### src/rtl/fpu_pkg.sv
// FPU dispatch shared types and helpers.
// Op/state encodings, IEEE-754 constants, operand classification.
package fpu_pkg;

  typedef enum logic [1:0] {
    OP_ADD = 2'd0,
    OP_SUB = 2'd1,
    OP_MUL = 2'd2,
    OP_DIV = 2'd3
  } fpu_op_t;

  typedef enum logic [1:0] {
    ST_IDLE,
    ST_ISSUE,
    ST_WAIT,
    ST_RESP
  } fpu_state_t;

  typedef struct packed {
    logic inf;
    logic nan;
    logic zero;
  } fpu_class_t;

  localparam logic [31:0] FPU_INF = 32'h7F80_0000;
  localparam logic [31:0] FPU_NAN = 32'h7FFF_FFFF;

  function automatic fpu_class_t fpu_classify(
    input logic [7:0]  e,
    input logic [22:0] f
  );
    fpu_class_t c;
    c.inf  = (e == 8'hFF) && (f == '0);
    c.nan  = (e == 8'hFF) && (f != '0);
    c.zero = (e == 8'h00) && (f == '0);
    return c;
  endfunction

endpackage

### src/rtl/fpu_dispatch_if.sv
// Request/response handshake bundle of the FPU dispatcher.
// master = requester/consumer, slave = dispatcher.
interface fpu_dispatch_if #(
  parameter int TAG_W = 4
);
  logic             req_valid_i;
  logic             req_ready_o;
  logic [1:0]       op_i;
  logic [31:0]      x_i;
  logic [31:0]      y_i;
  logic [TAG_W-1:0] tag_i;
  logic             resp_valid_o;
  logic             resp_ready_i;
  logic [31:0]      z_o;
  logic [TAG_W-1:0] tag_o;
  logic             except_invalid_operation_o;
  logic             except_overflow_o;
  logic             except_timeout_o;

  modport slave (
    input  req_valid_i, op_i, x_i, y_i, tag_i,
    input  resp_ready_i,
    output req_ready_o, resp_valid_o, z_o, tag_o,
    output except_invalid_operation_o,
    output except_overflow_o,
    output except_timeout_o
  );

  modport master (
    output req_valid_i, op_i, x_i, y_i, tag_i,
    output resp_ready_i,
    input  req_ready_o, resp_valid_o, z_o, tag_o,
    input  except_invalid_operation_o,
    input  except_overflow_o,
    input  except_timeout_o
  );
endinterface

### src/rtl/fpu_operand_decode.sv
// Splits two packed singles into fields, classifies them
// and derives the adder alignment metadata.
module fpu_operand_decode
  import fpu_pkg::*;
(
  input  logic [31:0] x,
  input  logic [31:0] y,
  output logic        x_sign,
  output logic        y_sign,
  output logic [7:0]  x_exp,
  output logic [7:0]  y_exp,
  output logic [22:0] x_frac,
  output logic [22:0] y_frac,
  output logic        x_greater,
  output logic [7:0]  exp_shift,
  output logic        x_infinity,
  output logic        y_infinity,
  output logic        x_nan,
  output logic        y_nan
);

  fpu_class_t cx;
  fpu_class_t cy;
  logic       unused_zero;

  assign x_sign = x[31];
  assign y_sign = y[31];
  assign x_exp  = x[30:23];
  assign y_exp  = y[30:23];
  assign x_frac = x[22:0];
  assign y_frac = y[22:0];

  assign cx = fpu_classify(x_exp, x_frac);
  assign cy = fpu_classify(y_exp, y_frac);

  assign x_infinity  = cx.inf;
  assign y_infinity  = cy.inf;
  assign x_nan       = cx.nan;
  assign y_nan       = cy.nan;
  assign unused_zero = cx.zero ^ cy.zero;

  assign x_greater = {x_exp, x_frac} >= {y_exp, y_frac};
  assign exp_shift = (x_exp >= y_exp) ? x_exp - y_exp
                                      : y_exp - x_exp;

endmodule

### src/rtl/fpu_dispatch.sv
// FPU front-end: accepts one request, launches one unit,
// waits for completion or timeout, returns the result.
module fpu_dispatch
  import fpu_pkg::*;
#(
  parameter int TAG_W          = 4,
  parameter int TIMEOUT_CYCLES = 255
) (
  input  logic        clk_i,
  input  logic        rst_i,
  fpu_dispatch_if.slave bus,
  output logic        add_valid_o,
  output logic        mul_valid_o,
  output logic        div_valid_o,
  output logic        x_sign_o,
  output logic        y_sign_o,
  output logic [7:0]  x_exp_o,
  output logic [7:0]  y_exp_o,
  output logic [22:0] x_frac_o,
  output logic [22:0] y_frac_o,
  output logic        x_greater_o,
  output logic [7:0]  exp_shift_o,
  output logic        x_infinity_o,
  output logic        y_infinity_o,
  output logic        x_nan_o,
  output logic        y_nan_o,
  input  logic        add_valid_i,
  input  logic        mul_valid_i,
  input  logic        div_valid_i,
  input  logic [31:0] add_z_i,
  input  logic [31:0] mul_z_i,
  input  logic [31:0] div_z_i,
  input  logic        add_invalid_i,
  input  logic        mul_invalid_i,
  input  logic        div_invalid_i,
  input  logic        add_overflow_i,
  input  logic        mul_overflow_i,
  input  logic        div_overflow_i
);

  localparam logic [15:0] TO_LIM = TIMEOUT_CYCLES[15:0];

  fpu_state_t       state_q, state_d;
  fpu_op_t          op_q, op_d;
  logic [31:0]      x_q, x_d;
  logic [31:0]      y_q, y_d;
  logic [TAG_W-1:0] tag_q, tag_d;
  logic [15:0]      cnt_q, cnt_d;
  logic [31:0]      z_q, z_d;
  logic             inv_q, inv_d;
  logic             ovf_q, ovf_d;
  logic             to_q, to_d;

  logic        sel_add, sel_mul, sel_div;
  logic        done;
  logic [31:0] unit_z;
  logic        unit_inv, unit_ovf;
  logic [15:0] cnt_inc;
  logic        busy, issue;

  logic        d_x_sign, d_y_sign;
  logic [7:0]  d_x_exp, d_y_exp;
  logic [22:0] d_x_frac, d_y_frac;
  logic        d_x_greater;
  logic [7:0]  d_exp_shift;
  logic        d_x_inf, d_y_inf, d_x_nan, d_y_nan;

  fpu_operand_decode u_decode (
    .x          (x_q),
    .y          (y_q),
    .x_sign     (d_x_sign),
    .y_sign     (d_y_sign),
    .x_exp      (d_x_exp),
    .y_exp      (d_y_exp),
    .x_frac     (d_x_frac),
    .y_frac     (d_y_frac),
    .x_greater  (d_x_greater),
    .exp_shift  (d_exp_shift),
    .x_infinity (d_x_inf),
    .y_infinity (d_y_inf),
    .x_nan      (d_x_nan),
    .y_nan      (d_y_nan)
  );

  assign sel_add = (op_q == OP_ADD) || (op_q == OP_SUB);
  assign sel_mul = (op_q == OP_MUL);
  assign sel_div = (op_q == OP_DIV);
  assign cnt_inc = cnt_q + 16'd1;

  // Route only the selected unit's completion and result.
  always_comb begin
    done     = 1'b0;
    unit_z   = '0;
    unit_inv = 1'b0;
    unit_ovf = 1'b0;
    unique case (1'b1)
      sel_add: begin
        done     = add_valid_i;
        unit_z   = add_z_i;
        unit_inv = add_invalid_i;
        unit_ovf = add_overflow_i;
      end
      sel_mul: begin
        done     = mul_valid_i;
        unit_z   = mul_z_i;
        unit_inv = mul_invalid_i;
        unit_ovf = mul_overflow_i;
      end
      sel_div: begin
        done     = div_valid_i;
        unit_z   = div_z_i;
        unit_inv = div_invalid_i;
        unit_ovf = div_overflow_i;
      end
      default: ;
    endcase
  end

  // Next state and next register contents.
  always_comb begin
    state_d = state_q;
    op_d    = op_q;
    x_d     = x_q;
    y_d     = y_q;
    tag_d   = tag_q;
    cnt_d   = cnt_q;
    z_d     = z_q;
    inv_d   = inv_q;
    ovf_d   = ovf_q;
    to_d    = to_q;
    unique case (state_q)
      ST_IDLE: begin
        if (bus.req_valid_i) begin
          op_d    = fpu_op_t'(bus.op_i);
          x_d     = bus.x_i;
          y_d     = bus.y_i;
          if (fpu_op_t'(bus.op_i) == OP_SUB)
            y_d[31] = ~bus.y_i[31];
          tag_d   = bus.tag_i;
          state_d = ST_ISSUE;
        end
      end
      ST_ISSUE: begin
        cnt_d   = '0;
        state_d = ST_WAIT;
      end
      ST_WAIT: begin
        if (done) begin
          z_d     = unit_z;
          inv_d   = unit_inv;
          ovf_d   = unit_ovf;
          to_d    = 1'b0;
          state_d = ST_RESP;
        end else if (cnt_inc == TO_LIM) begin
          z_d     = FPU_NAN;
          inv_d   = 1'b0;
          ovf_d   = 1'b0;
          to_d    = 1'b1;
          state_d = ST_RESP;
        end else begin
          cnt_d = cnt_inc;
        end
      end
      ST_RESP: begin
        if (bus.resp_ready_i)
          state_d = ST_IDLE;
      end
      default: state_d = ST_IDLE;
    endcase
  end

  // State and datapath registers.
  always_ff @(posedge clk_i or negedge rst_i) begin
    if (!rst_i) begin
      state_q <= ST_IDLE;
      op_q    <= OP_ADD;
      x_q     <= '0;
      y_q     <= '0;
      tag_q   <= '0;
      cnt_q   <= '0;
      z_q     <= '0;
      inv_q   <= 1'b0;
      ovf_q   <= 1'b0;
      to_q    <= 1'b0;
    end else begin
      state_q <= state_d;
      op_q    <= op_d;
      x_q     <= x_d;
      y_q     <= y_d;
      tag_q   <= tag_d;
      cnt_q   <= cnt_d;
      z_q     <= z_d;
      inv_q   <= inv_d;
      ovf_q   <= ovf_d;
      to_q    <= to_d;
    end
  end

  assign busy  = (state_q != ST_IDLE);
  assign issue = (state_q == ST_ISSUE);

  assign bus.req_ready_o  = rst_i && (state_q == ST_IDLE);
  assign bus.resp_valid_o = (state_q == ST_RESP);
  assign bus.z_o          = z_q;
  assign bus.tag_o        = tag_q;
  assign bus.except_invalid_operation_o = inv_q;
  assign bus.except_overflow_o          = ovf_q;
  assign bus.except_timeout_o           = to_q;

  assign add_valid_o = issue && sel_add;
  assign mul_valid_o = issue && sel_mul;
  assign div_valid_o = issue && sel_div;

  // Operand bus is quiet while idle so reset leaves it at zero.
  assign x_sign_o     = busy && d_x_sign;
  assign y_sign_o     = busy && d_y_sign;
  assign x_exp_o      = busy ? d_x_exp : '0;
  assign y_exp_o      = busy ? d_y_exp : '0;
  assign x_frac_o     = busy ? d_x_frac : '0;
  assign y_frac_o     = busy ? d_y_frac : '0;
  assign x_greater_o  = busy && d_x_greater;
  assign exp_shift_o  = busy ? d_exp_shift : '0;
  assign x_infinity_o = busy && d_x_inf;
  assign y_infinity_o = busy && d_y_inf;
  assign x_nan_o      = busy && d_x_nan;
  assign y_nan_o      = busy && d_y_nan;

endmodule
### src/flat_wrapper.sv
// flat-port wrapper written by rule: the top's interface ports become plain ports
module fpu_dispatch_flat import fpu_pkg::*;
#(
  parameter int TAG_W          = 4,
  parameter int TIMEOUT_CYCLES = 255
)
  (clk_i, rst_i, add_valid_o, mul_valid_o, div_valid_o, x_sign_o, y_sign_o, x_exp_o, y_exp_o, x_frac_o, y_frac_o, x_greater_o, exp_shift_o, x_infinity_o, y_infinity_o, x_nan_o, y_nan_o, add_valid_i, mul_valid_i, div_valid_i, add_z_i, mul_z_i, div_z_i, add_invalid_i, mul_invalid_i, div_invalid_i, add_overflow_i, mul_overflow_i, div_overflow_i, bus_req_valid_i, bus_op_i, bus_x_i, bus_y_i, bus_tag_i, bus_resp_ready_i, bus_req_ready_o, bus_resp_valid_o, bus_z_o, bus_tag_o, bus_except_invalid_operation_o, bus_except_overflow_o, bus_except_timeout_o);
  fpu_dispatch_if #(.TAG_W(TAG_W)) bus_i ();
  input  logic clk_i;
  input  logic rst_i;
  output logic add_valid_o;
  output logic mul_valid_o;
  output logic div_valid_o;
  output logic x_sign_o;
  output logic y_sign_o;
  output logic [7:0] x_exp_o;
  output logic [7:0] y_exp_o;
  output logic [22:0] x_frac_o;
  output logic [22:0] y_frac_o;
  output logic x_greater_o;
  output logic [7:0] exp_shift_o;
  output logic x_infinity_o;
  output logic y_infinity_o;
  output logic x_nan_o;
  output logic y_nan_o;
  input  logic add_valid_i;
  input  logic mul_valid_i;
  input  logic div_valid_i;
  input  logic [31:0] add_z_i;
  input  logic [31:0] mul_z_i;
  input  logic [31:0] div_z_i;
  input  logic add_invalid_i;
  input  logic mul_invalid_i;
  input  logic div_invalid_i;
  input  logic add_overflow_i;
  input  logic mul_overflow_i;
  input  logic div_overflow_i;
  input wire logic [$bits(bus_i.req_valid_i)-1:0] bus_req_valid_i;
  input wire logic [$bits(bus_i.op_i)-1:0] bus_op_i;
  input wire logic [$bits(bus_i.x_i)-1:0] bus_x_i;
  input wire logic [$bits(bus_i.y_i)-1:0] bus_y_i;
  input wire logic [$bits(bus_i.tag_i)-1:0] bus_tag_i;
  input wire logic [$bits(bus_i.resp_ready_i)-1:0] bus_resp_ready_i;
  output wire logic [$bits(bus_i.req_ready_o)-1:0] bus_req_ready_o;
  output wire logic [$bits(bus_i.resp_valid_o)-1:0] bus_resp_valid_o;
  output wire logic [$bits(bus_i.z_o)-1:0] bus_z_o;
  output wire logic [$bits(bus_i.tag_o)-1:0] bus_tag_o;
  output wire logic [$bits(bus_i.except_invalid_operation_o)-1:0] bus_except_invalid_operation_o;
  output wire logic [$bits(bus_i.except_overflow_o)-1:0] bus_except_overflow_o;
  output wire logic [$bits(bus_i.except_timeout_o)-1:0] bus_except_timeout_o;
  assign bus_i.req_valid_i = bus_req_valid_i;
  assign bus_i.op_i = bus_op_i;
  assign bus_i.x_i = bus_x_i;
  assign bus_i.y_i = bus_y_i;
  assign bus_i.tag_i = bus_tag_i;
  assign bus_i.resp_ready_i = bus_resp_ready_i;
  assign bus_req_ready_o = bus_i.req_ready_o;
  assign bus_resp_valid_o = bus_i.resp_valid_o;
  assign bus_z_o = bus_i.z_o;
  assign bus_tag_o = bus_i.tag_o;
  assign bus_except_invalid_operation_o = bus_i.except_invalid_operation_o;
  assign bus_except_overflow_o = bus_i.except_overflow_o;
  assign bus_except_timeout_o = bus_i.except_timeout_o;
  fpu_dispatch #(.TAG_W(TAG_W), .TIMEOUT_CYCLES(TIMEOUT_CYCLES)) u_core (.clk_i(clk_i), .rst_i(rst_i), .bus(bus_i), .add_valid_o(add_valid_o), .mul_valid_o(mul_valid_o), .div_valid_o(div_valid_o), .x_sign_o(x_sign_o), .y_sign_o(y_sign_o), .x_exp_o(x_exp_o), .y_exp_o(y_exp_o), .x_frac_o(x_frac_o), .y_frac_o(y_frac_o), .x_greater_o(x_greater_o), .exp_shift_o(exp_shift_o), .x_infinity_o(x_infinity_o), .y_infinity_o(y_infinity_o), .x_nan_o(x_nan_o), .y_nan_o(y_nan_o), .add_valid_i(add_valid_i), .mul_valid_i(mul_valid_i), .div_valid_i(div_valid_i), .add_z_i(add_z_i), .mul_z_i(mul_z_i), .div_z_i(div_z_i), .add_invalid_i(add_invalid_i), .mul_invalid_i(mul_invalid_i), .div_invalid_i(div_invalid_i), .add_overflow_i(add_overflow_i), .mul_overflow_i(mul_overflow_i), .div_overflow_i(div_overflow_i));
endmodule
### config.mk
export PLATFORM = sky130hd
export DESIGN_NAME = fpu_dispatch_flat
export DESIGN_NICKNAME = d
export VERILOG_FILES = /design/src/rtl/fpu_pkg.sv /design/src/rtl/fpu_dispatch_if.sv /design/src/rtl/fpu_operand_decode.sv /design/src/rtl/fpu_dispatch.sv /design/src/flat_wrapper.sv
export SDC_FILE = /design/constraint.sdc
export NUM_CORES = 1
export LEC_CHECK = 0
export CORE_MARGIN = 4
export CORE_UTILIZATION = 49
export DETAILED_ROUTE_END_ITERATION = 10
export PLACE_DENSITY = 0.87
export SYNTH_ARGS = -nofsm -noshare
export SYNTH_HDL_FRONTEND = slang
export SYNTH_SLANG_ARGS = --single-unit
### constraint.sdc
create_clock -name clk_i -period 7.1 [get_ports clk_i]
set_clock_uncertainty 0.2 [all_clocks]
set_input_delay 1.42 -clock clk_i [delete_from_list [all_inputs] [get_ports clk_i]]
set_output_delay 1.42 -clock clk_i [all_outputs]
set_load 0.05 [all_outputs]
== After elaboration in Yosys (flattened, before gate mapping) ==
Index checks and enable logic that the tools add are counted.

* Bits in registers: 123
* Output and inout bits: 121

* Add/subtract/negate cells: 3
* $lt $le $gt $ge: 2
* Equal/unequal tests: 15
* Mux-type cells: 26
* Bitwise operators: 1
* Reduce and logical (&&, ||, !) cells: 29

{| class="wikitable"
|+ Operators with widths
! cell !! number
|-
| $pmux 32 s3 || 1
|-
| $mux 32 || 2
|-
| $logic_not 23->1 || 2
|-
| $mux 23 || 2
|-
| $reduce_bool 23->1 || 2
|-
| $mux 16 || 2
|-
| $mux 8 || 4
|-
| $pmux 16 s2 || 1
|-
| $ge 31x31->1 || 1
|-
| $add 16x1->16 const B || 1
|-
| $eq 16x8->1 const B || 1
|-
| $eq 8x8->1 const B || 2
|-
| $sub 8x8->8 || 2
|-
| $logic_and 1x1->1 || 15
|-
| $pmux 1 s3 || 3
|-
| $eq 2x2->1 const B || 4
|-
| $ge 8x8->1 || 1
|-
| $mux 2 || 4
|-
| $ne 2x2->1 const B || 4
|-
| $pmux 2 s4 || 1
|-
| $eq 2x1->1 const B || 3
|-
| $mux 1 || 6
|-
| $reduce_and 3->1 || 2
|-
| $reduce_bool 2->1 || 3
|-
| other kinds (5) || 7
|}

== Depth between registers and ports, before layout ==
* Depth in word-level cells: 5
* Mapped depth: 11

== By module ==
From an unflattened synthesis, not the netlist that was laid out.

* Cells, all modules: 894
* Area, all modules: 8463.1 um^2

{| class="wikitable"
|+ Modules (own cells, without submodules)
! module !! instances !! cells an instance !! area an instance (um^2)
|-
| fpu_dispatch || 1 || 621 || 6498.7
|-
| fpu_operand_decode || 1 || 273 || 1964.4
|}

== Worst setup path after synthesis ==
No wires, ideal clock.

* Path type: reg-to-output
* Start: register u_core.x_q[23]
* End: output exp_shift_o[3]
* Arrival: 2.761 ns
* Path slack: 2.719 ns
* Cell stages (with the launch flop): 12
* Path buffers: 0
* Path through: dfrtp_1 -> inv_1 -> ha_1 -> inv_1 -> fa_1 -> a21o_1 -> a21oi_1 -> a21oi_1 -> nor2_2 -> mux2i_1 -> xor2_1 -> nor2_1

* Word-level cells in the longest chain between the ends: 3

{| class="wikitable"
|+ Ends and longest elaborated chain
! element !! line !! source
|-
| from (decl) || fpu_dispatch.sv:45 || <nowiki>logic [31:0] x_q, x_d;</nowiki>
|-
| from (signal assigned) || fpu_dispatch.sv:177 || <nowiki>x_q <= '0;</nowiki>
|-
| from (signal assigned) || fpu_dispatch.sv:188 || <nowiki>x_q <= x_d;</nowiki>
|-
| $sub 8x8->8, or another cell as far along || fpu_operand_decode.sv:44 || <nowiki>: y_exp - x_exp;</nowiki>
|-
| $mux 8 * || fpu_operand_decode.sv:43 || <nowiki>assign exp_shift = (x_exp >= y_exp) ? x_exp - y_exp</nowiki>
|-
| $mux 8 * || fpu_dispatch.sv:222 || <nowiki>assign exp_shift_o = busy ? d_exp_shift : '0;</nowiki>
|-
| to (decl) || flat_wrapper.sv:21 || <nowiki>output logic [7:0] exp_shift_o;</nowiki>
|}

Every way passes the cells marked *; elsewhere a longest branch is shown, timed or not.

== Worst setup path after layout ==
* Start: register u_core.x_q[23]
* End: output exp_shift_o[5]

Same word-level chain as after synthesis.

==> impl_metrics.py <==
metrics = {
    "critical_path": {
        "cp.required_ns": 5.48,
        "crit_path_cell_trace": "inv_1 > ha_1 > inv_1 > fa_1 > a21o_1 > a21oi_1 > a21oi_1 > nor2_2 > mux2_2 > a31oi_1 > mux2_2 > clkdlybuf4s50_1",
        "r2r_cells": 8,
        "regToRegSetupSlack_ns": 3.74,
        "worst_path_max_delay_cell": "clkdlybuf4s50_1",
        "end_kind": "output port",
        "cp.arrival_ns": 4.04,
        "critPathLaunchType": "flip-flop",
        "cp_slowest_stage_delay_ns": 0.70,
        "worstSetupPathType": "reg2out",
        "worst-path-max-fanout": 9,
    },
    "timing": {
        "setup_viol": 0,
        "hold_viol_final": 0,
        "slew_headroom_pct": 24.0,
        "worst_pin_slew_ns": 1.14,
        "fin_ws_ns": 1.44,
        "maxSlewViolCount": 0,
        "setup_tns_ns": 0,
        "finalCriticalPeriod_ns": 5.66,
        "fmax_mhz": 177,
        "rsz0062_at_grt": "false",
        "finalCritPeriodShare_pct": 79.7,
    },
    "placed_design": {
        "place_inst": 1266,
        "pre_cts_ws_ns": 1.90,
        "gp_congestion": 0.926,
        "io_buffers": 299,
        "hpwl_microns": 18000,
    },
    "global_routing": {
        "gr-total-overflow": 0,
        "grt_use_total_pct": 25.0,
        "antenna_found_initial": 0,
        "grt_pass1_wl_microns": 36400,
        "grt_max_degree": 75,
        "grt_pass1_vias": 7225,
    },
    "yosys": {
        "ys_seq_area_share_pct": 38.3,
        "synth_ff_type": "dfrtp_1",
        "ys_ff_latch": 123,
        "syn_nets": 1019,
        "synth_cells": 794,
        "synth_top_area_share_pct": 38.3,
        "yosysWarnings": 0,
        "synth_cell_type_count": 70,
        "synth.most_common_cell": "dfrtp_1",
        "ys_async_sr_fraction_pct": 100,
        "netlist_area_sq_um": 8030,
        "yosys-top-cells-area": "dfrtp_1 (38%), mux2_2 (10%), ha_1 (6.9%)",
        "avgSynthCellArea_sq_um": 10.1,
        "yosysTopAreaCell": "dfrtp_1",
        "synthTopCellsByCount": "dfrtp_1 (123), mux2_2 (72), nor2_1 (65)",
        "synth-edff-count": 0,
    },
    "die": {
        "die_w_microns": 136,
        "core_region_area_sq_um": 15900,
        "io_pins": 300,
        "start_util_pct": 50.3,
        "die_area_sq_um": 18500,
        "fp-row-count": 46,
        "die_h_microns": 136,
    },
    "cells_and_area": {
        "diodes": 0,
        "nNetsFinal": 1294,
        "drive_gt1_share_pct": 14.3,
        "stdcell_count": 1298,
        "fillCellCount": 1142,
        "area.growth.synth_to_final_pct": 44.0,
        "fin_util_pct": 72.5,
    },
    "drt": {
        "dr.pass1.iters": 5,
        "vias_per_cell": 5.51,
        "drtIter0Drc": 497,
        "post_drt_wl_per_cell_microns": 18.1,
        "dr_total_vias": 7154,
        "drtAntennaViolNets": 0,
        "wirelength_microns": 23500,
        "drc": 0,
    },
    "clocking": {
        "htreeDepth": 4,
        "clkLatencyLatePin_ns": 0.42,
        "cts_buffers": 17,
        "cts_sinks": 123,
        "clockBufferDepth": 2,
        "cts_setup_buffers": 0,
        "cts_resized": 0,
        "path_clk_slew_ns": 0.05,
        "cts_root_buffer": "clkbuf_16",
        "postCtsHoldBufs": 0,
        "tritoncts": "done",
    },
    "status": {
        "outcome": "finished, final reports clean",
    },
    "flow_run": {
        "cap_violations": 0,
    },
    "hold_path": {
        "hp-class": "reg2reg",
        "hold-path-cell-count": 2,
    },
}
layer usage:
metal / wire length [microns] / track usage, % / share of wire (%)
met5: 0 / 0 / 0
met4: 838 / 11.6 / 3.6
met1: 8800 / 27.8 / 37
met3: 2060 / 7.66 / 8.8
met2: 11800 / 43.8 / 50
state kept, by name, summed over array words and instances (netlist names):
register                               count
u_core.cnt_q                              16
u_core.bus.z_o                            32
u_core.bus.tag_o                           4
u_core.state_q                             2
u_core.bus.except_timeout_o                1
u_core.x_q                                32
u_core.y_q                                32
u_core.bus.except_overflow_o               1
u_core.bus.except_invalid_operation_o      1
u_core.op_q                                2
layout make-up:
| class | instances | area [sq um] | area share [%] |
|---|---|---|---|
| clock buffers | 21 | 460 | 3.98 |
| clock inverters | 11 | 96.3 | 0.833 |
| inverters | 59 | 221 | 1.92 |
| multi-input cells | 565 | 4410 | 38.2 |
| flip-flops and latches | 123 | 3080 | 26.6 |
| well taps | 216 | 270 | 2.34 |
| repair buffers | 303 | 3020 | 26.1 |
through the flow:
stage / area [sq um] / hold slack [ns]
floorplan: 8030 / 0.242
global placement: 11000 / 0.262
detailed placement: 11000 / 0.284
CTS: 11600 / 0.296
global route: 11600 / 0.320
finish: 11600 / 0.290
placed cells by master (no fill, tap or decap), types with 16 or more instances in the layout:
cell type / instances
mux2_2: 72
ha_1: 43
nor2_1: 64
dfrtp_1: 121
nor2b_1: 32
nor4_1: 16
mux2i_1: 42
clkbuf_16: 17
nand2_1: 60
a21o_1: 16
nand3_1: 18
inv_1: 58
clkdlybuf4s50_1: 298
a21oi_1: 23
a2bb2oi_2: 30
o21ai_0: 38
nand4_1: 17
final timing paths:
path,startpoint,to
worst max-delay path,u_core.x_q[23],exp_shift_o[5]
worst min-delay path,u_core.y_q[31],u_core.y_q[31]
worst max register to register,u_core.cnt_q[1],u_core.bus.z_o[0]
worst min register to register,u_core.y_q[31],u_core.y_q[31]
max in group asynchronous,rst_i,u_core.y_q[10]
min in group asynchronous,rst_i,u_core.x_q[25]
cells by family (layout without fill, tap and decap cells):
group | Yosys count | after routing | share of synthesized area (%)
compound gates | 155 | 155 | 16.0
mux | 115 | 115 | 15.5
xor+xnor | 7 | 7 | 0.764
buf+inv | 106 | 394 | 6.84
flops | 123 | 123 | 38.3
fa+ha+maj | 46 | 46 | 7.36
simple gates | 242 | 242 | 15.2
worst max-delay path: cells and delay by family, from the launching register on:
family | cells | cell delay, ns
flops | 1 | 0.41
compound gates | 4 | 0.70
simple gates | 1 | 0.39
buf+inv | 3 | 0.86
mux | 2 | 0.74
fa+ha+maj | 2 | 0.52
Power is not shown: default switching activity piles up to over one toggle a cycle in this logic, so the estimate is an artifact.
